--- config.mk ---
export PLATFORM = sky130hd
export DESIGN_NAME = decode_out_recorder
export DESIGN_NICKNAME = d
export VERILOG_FILES = /design/src/rtl/decode_out_recorder.sv
export SDC_FILE = /design/constraint.sdc
export NUM_CORES = 1
export LEC_CHECK = 0
export ABC_CLOCK_PERIOD_IN_PS = 13600
export CORE_ASPECT_RATIO = 2
export CORE_MARGIN = 2
export CORE_UTILIZATION = 35
export CTS_BUF_LIST = sky130_fd_sc_hd__clkbuf_4
export CTS_CLUSTER_SIZE = 14
export DETAILED_ROUTE_END_ITERATION = 8
export PLACE_DENSITY = 0.51
export SYNTH_ARGS = -nofsm -noshare
export SYNTH_HDL_FRONTEND = slang
export SYNTH_SLANG_ARGS = --single-unit
--- constraint.sdc ---
create_clock -name clock -period 13.6 [get_ports clock]
set_input_delay 4.08 -clock clock [delete_from_list [all_inputs] [get_ports clock]]
set_output_delay 4.08 -clock clock [all_outputs]
set_load 0.005 [all_outputs]
--- src/rtl/decode_out_recorder.sv ---
// rtl/decode_out_recorder.sv - decode-stage output trace recorder with filtered capture and show-ahead FIFO
module decode_out_recorder #(
  parameter int DATA_W = 16,
  parameter int DEPTH  = 8,
  parameter int TS_W   = 16
) (
  input  logic                          clock,
  input  logic                          reset,
  input  logic [1:0]                    W_control,
  input  logic                          Mem_control,
  input  logic [5:0]                    E_control,
  input  logic [DATA_W-1:0]             IR,
  input  logic [DATA_W-1:0]             npc_out,
  input  logic                          in_valid,
  input  logic [1:0]                    cfg_mode,
  input  logic [3:0]                    cfg_opcode,
  input  logic                          clear,
  output logic                          out_valid,
  input  logic                          out_ready,
  output logic [TS_W+9+2*DATA_W-1:0]    out_record,
  output logic [$clog2(DEPTH):0]        count,
  output logic [7:0]                    overflow_cnt
);

  localparam int BUNDLE_W = 9 + 2 * DATA_W;
  localparam int REC_W    = TS_W + BUNDLE_W;
  localparam int PTR_W    = $clog2(DEPTH);
  localparam int CNT_W    = PTR_W + 1;

  localparam logic [CNT_W-1:0] FULL_CNT = CNT_W'(DEPTH);
  localparam logic [7:0]       OVF_MAX  = 8'hFF;

  typedef enum logic [1:0] {
    MODE_OFF    = 2'd0,
    MODE_ALL    = 2'd1,
    MODE_CHANGE = 2'd2,
    MODE_MATCH  = 2'd3
  } mode_e;

  mode_e                mode;
  logic [BUNDLE_W-1:0]  bundle;
  logic [REC_W-1:0]     rec_in;

  logic [TS_W-1:0]      ts_q;
  logic [BUNDLE_W-1:0]  last_q;
  logic                 have_last_q;

  logic [REC_W-1:0]     mem [DEPTH];
  logic [PTR_W-1:0]     wr_ptr_q;
  logic [PTR_W-1:0]     rd_ptr_q;
  logic [CNT_W-1:0]     count_q;
  logic [7:0]           ovf_q;

  logic                 full;
  logic                 empty;
  logic                 qualify;
  logic                 pop;
  logic                 push;
  logic                 drop;
  logic                 push_en;
  logic                 pop_en;

  assign mode   = mode_e'(cfg_mode);
  assign bundle = {W_control, Mem_control, E_control, IR, npc_out};
  assign rec_in = {ts_q, bundle};

  assign full  = (count_q == FULL_CNT);
  assign empty = (count_q == '0);

  // Decide whether the sampled bundle is worth recording under the current mode
  always_comb begin
    qualify = 1'b0;
    if (in_valid) begin
      case (mode)
        MODE_OFF:    qualify = 1'b0;
        MODE_ALL:    qualify = 1'b1;
        MODE_CHANGE: qualify = !have_last_q || (bundle != last_q);
        MODE_MATCH:  qualify = (IR[DATA_W-1 -: 4] == cfg_opcode);
        default:     qualify = 1'b0;
      endcase
    end
  end

  // A full FIFO still accepts a sample when the head leaves in the same cycle
  always_comb begin
    pop     = !empty && out_ready;
    push    = qualify && (!full || pop);
    drop    = qualify && full && !pop;
    push_en = push && !clear;
    pop_en  = pop && !clear;
  end

  // Free-running timestamp, restarted by clear
  always_ff @(posedge clock or negedge reset) begin
    if (!reset) begin
      ts_q <= '0;
    end else if (clear) begin
      ts_q <= '0;
    end else begin
      ts_q <= ts_q + TS_W'(1);
    end
  end

  // Remember the most recently stored bundle for change detection
  always_ff @(posedge clock or negedge reset) begin
    if (!reset) begin
      last_q      <= '0;
      have_last_q <= 1'b0;
    end else if (clear) begin
      have_last_q <= 1'b0;
    end else if (push_en) begin
      last_q      <= bundle;
      have_last_q <= 1'b1;
    end
  end

  // Record storage; contents are only meaningful below the count, so no reset
  always_ff @(posedge clock) begin
    if (push_en) begin
      mem[wr_ptr_q] <= rec_in;
    end
  end

  // Write and read pointers, wrapping naturally at the power-of-two depth
  always_ff @(posedge clock or negedge reset) begin
    if (!reset) begin
      wr_ptr_q <= '0;
      rd_ptr_q <= '0;
    end else if (clear) begin
      wr_ptr_q <= '0;
      rd_ptr_q <= '0;
    end else begin
      if (push_en) begin
        wr_ptr_q <= wr_ptr_q + PTR_W'(1);
      end
      if (pop_en) begin
        rd_ptr_q <= rd_ptr_q + PTR_W'(1);
      end
    end
  end

  // Occupancy: simultaneous push and pop leaves it unchanged
  always_ff @(posedge clock or negedge reset) begin
    if (!reset) begin
      count_q <= '0;
    end else if (clear) begin
      count_q <= '0;
    end else begin
      case ({push_en, pop_en})
        2'b10:   count_q <= count_q + CNT_W'(1);
        2'b01:   count_q <= count_q - CNT_W'(1);
        default: count_q <= count_q;
      endcase
    end
  end

  // Saturating count of qualifying samples lost to a full FIFO
  always_ff @(posedge clock or negedge reset) begin
    if (!reset) begin
      ovf_q <= '0;
    end else if (clear) begin
      ovf_q <= '0;
    end else if (drop && (ovf_q != OVF_MAX)) begin
      ovf_q <= ovf_q + 8'd1;
    end
  end

  // Show-ahead head record; forced to zero when nothing is held
  always_comb begin
    out_valid  = !empty;
    out_record = '0;
    if (!empty) begin
      out_record = mem[rd_ptr_q];
    end
  end

  assign count        = count_q;
  assign overflow_cnt = ovf_q;

endmodule

==> impl_metrics.json <==
{
  "status": "completed",
  "die_area_um2": 62700,
  "grt_use_total_pct": 16.6,
  "reg2reg_from": "last_q[6]$_DFFE_PN0P_",
  "path_clk_slew_ps": 70,
  "synth_cell_type_count": 51,
  "viasPerCell": 5.02,
  "place_hpwl_um": 30500,
  "ys_ff_latch": 532,
  "antenna_found_initial": 4,
  "drt-wirelength-per-cell_um": 23.2,
  "worstPathCellList": "buf_4 > mux4_2 > mux2i_1 > nor2_1 > clkdlybuf4s50_1",
  "final_hold_viol_count": 0,
  "core_area_um2": 59900,
  "crit_path_top_delay_cell": "dfrtp_4",
  "first_global_vias": 12100,
  "ir_drop_uv": 72.2,
  "drt_first_pass_iters": 4,
  "h-tree-depth": 3,
  "synthesis.instances": 1090,
  "clk_path_buf_depth": 3,
  "holdPathStages": 1,
  "fillers": 5375,
  "start_util_pct": 35.4,
  "worstPathMaxFanout": 42,
  "cts-resized-gates": 0,
  "post-place-ws_ps": 5410,
  "hold_end": "last_q[8]$_DFFE_PN0P_",
  "io_pins": 122,
  "timing_worst_setup_path_type": "flop to output port",
  "dp_cells": 1961,
  "hold_slack_ps": 513,
  "post_cts_buffers": 0,
  "fin_ws_ps": 5280,
  "finalSetupTns_ps": 0,
  "leakagePower_nw": 8.06,
  "grt_max_degree": 62,
  "yosysSeqAreaShare_pct": 73.5,
  "synthFlopType": "edfxtp_1",
  "drive_above_1_share_pct": 27.4,
  "nets": 1362,
  "fin_cells": 2177,
  "cap_violations": 0,
  "rr_endpoint": "count[3]$_DFFE_PN0P_",
  "syn2layout_area_growth_pct": 17.7,
  "syn_nets": 1149,
  "gp_congestion": 0.757,
  "synth_adder_area_share_pct": 0.448,
  "ff2ff_path_depth": 11,
  "ant_nets": 0,
  "cts_tree": "done",
  "clockRootBuffer": "clkbuf_4",
  "drv_slew": 0,
  "synth_warnings": 0,
  "fin_crit_sh_pct": 61.2,
  "clkSinkCount": 532,
  "min_path_type": "flop to flop",
  "regToRegSetupSlack_ps": 9820,
  "synth_edf_count": 456,
  "synthSimpleGateAreaFrac_pct": 4.27,
  "worst_pin_slew_ps": 1020,
  "totalWireLength_um": 50500,
  "drt_iter0_drc": 485,
  "max_slew_margin_pct": 32.1,
  "synth_compound_area_share_pct": 1.36,
  "syn_area_um2": 21200,
  "synth_xor_area_share_pct": 1.98,
  "via_count": 10900,
  "report.final.setup_viol": 0,
  "synthMuxAreaShare_pct": 17.1,
  "cts_buffers": 114,
  "endpoint_kind": "output port",
  "hold_buffers": 0,
  "grt_first_pass_wirelength_um": 75400,
  "rsz0062_at_grt": "no",
  "drc": 0,
  "rows": 127,
  "startpoint_type": "flop",
  "p_per_area_nw_per_um2": 159,
  "ys_async_sr_fraction_pct": 14.3,
  "die_w_um": 178,
  "finClkSkew_ps": 45.1,
  "avgSynthCellArea_um2": 19.5,
  "worstPathRequired_ps": 9520,
  "layout_min_cycle_time_ps": 8320,
  "port_buffers": 121,
  "hold_start": "last_q[8]$_DFFE_PN0P_",
  "die_h_um": 352,
  "insertion_delay_ps": 860,
  "synth_top_family_by_area": "multiplexers",
  "grt-ovfl-total": 0,
  "arrival_ps": 4240,
  "slowest_delay_ps": 1050,
  "fmax_ghz": 0.120
}
==> sequential cells by signal, summed over array words and instances, names as in the netlist <==
name,flops
count,4
have_last_q,1
overflow_cnt,8
wr_ptr_q,3
last_q,41
mem,456
rd_ptr_q,3
ts_q,16
==> layout make-up <==
cell class                 count  area [um2]  area share [%]
tap                          774         968            3.88
antenna                        3        7.51          0.0301
sequential                   532       15600            62.5
clock inverter                44         263            1.05
clock buffer                 169        1270            5.08
inverter                      12        45.0           0.180
multi-input combinational    493        5390            21.6
timing repair buffer         150        1430            5.71
==> per-layer routing <==
metal  track usage (%)  up-vias  routed length, um
met1              17.7     5701              18300
met4              6.69        4               1450
li1                  -     4876                  -
met3              3.08       91               2160
met2              31.4      265              28600
met5                 0        -                 21
==> layout by cell type, fill, tap and decap left out, types with 4 or more instances in the layout <==
cell type,count
a21oi_1,17
buf_4,30
clkbuf_4,169
clkdlybuf4s50_1,120
clkinv_1,32
clkinv_2,5
dfrtp_1,73
edfxtp_1,456
ha_1,6
inv_1,12
mux2_2,39
mux2i_1,60
mux4_2,114
nand2_1,13
nand2b_1,8
nand3_1,14
nand4_1,15
nor2_1,79
nor2b_1,6
nor3_1,9
nor4_2,4
o21ai_0,12
or3_1,7
xnor2_1,38
xor2_1,10
==> cells in the mapped netlist (2+ instances only) <==
master / count / area (um2)
ha_1: 6 / 75.1
buf_2: 5 / 25.0
nor4b_2: 3 / 45.0
edfxtp_1: 456 / 13700
mux4_2: 114 / 2570
and2_1: 2 / 12.5
clkbuf_1: 29 / 109
nand3_1: 14 / 70.1
nand2b_1: 8 / 50.1
mux2i_1: 60 / 601
o22ai_1: 2 / 12.5
nor3_1: 12 / 60.1
xor2_1: 10 / 87.6
xnor2_1: 38 / 333
nor2b_1: 6 / 37.5
or3_1: 8 / 50.1
a2111o_1: 3 / 33.8
buf_6: 2 / 22.5
buf_4: 5 / 37.5
nand2_1: 13 / 48.8
nand4_1: 15 / 93.8
buf_1: 11 / 41.3
or4_1: 3 / 22.5
nor2_1: 79 / 297
o2111ai_1: 2 / 17.5
o21ai_0: 12 / 60.1
dfrtp_1: 76 / 1900
a21oi_1: 17 / 85.1
inv_1: 12 / 45.0
o31ai_1: 3 / 22.5
nor4_1: 6 / 37.5
mux2_2: 39 / 439
==> metrics by stage <==
step	power, mW	util, %	cell area (um2)
after floorplan	2.40	-	21200
after global placement	2.80	39.1	23400
after detailed placement	2.81	39.1	23400
after CTS	4.06	41.7	25000
after global routing	4.19	41.7	25000
final	3.97	41.7	25000
==> logic make-up (layout without fill, tap and decap cells) <==
family | count (synthesis) | after routing
buffers and inverters | 65 | 375
multiplexers | 214 | 214
flip-flops | 532 | 532
AO/OA/AOI/OAI | 46 | 46
other | 0 | 3
XOR/XNOR | 48 | 48
adder cells (fa/ha/maj) | 7 | 7
AND/OR/NAND/NOR | 178 | 178
==> how the worst max path moves through the flow <==
stage                                  from  cells past startpoint                    to  slack, ps
global placement                     IR[12]                      9  mem[6][11]$_DFFE_PP_       5480
global route        rd_ptr_q[0]$_DFFE_PN0P_                      5        out_record[26]       4790
floorplan                     cfg_opcode[2]                      9   mem[0][0]$_DFFE_PP_       2030
detailed placement                   IR[12]                      9  mem[6][11]$_DFFE_PP_       5410
CTS                 rd_ptr_q[0]$_DFFE_PN0P_                      5        out_record[26]       4910
finish              rd_ptr_q[0]$_DFFE_PN0P_                      5        out_record[26]       5280
==> critical path: cells and delay by family (launching register included) <==
family	cells	cell delay, ps
buf+inv	2	1250
flops	1	1050
mux	2	960
simple gates	1	80
==> power breakdown <==
part / total (mW) / leakage (nW) / internal, mW / switching (mW)
registers: 1.90 / 5.10 / 1.82 / 0.0822
clock network: 1.24 / 0.899 / 0.629 / 0.609
logic: 0.831 / 2.06 / 0.467 / 0.364
total: 3.97 / 8.06 / 2.92 / 1.06
No activity file was read; power rests on OpenSTA's default activity.
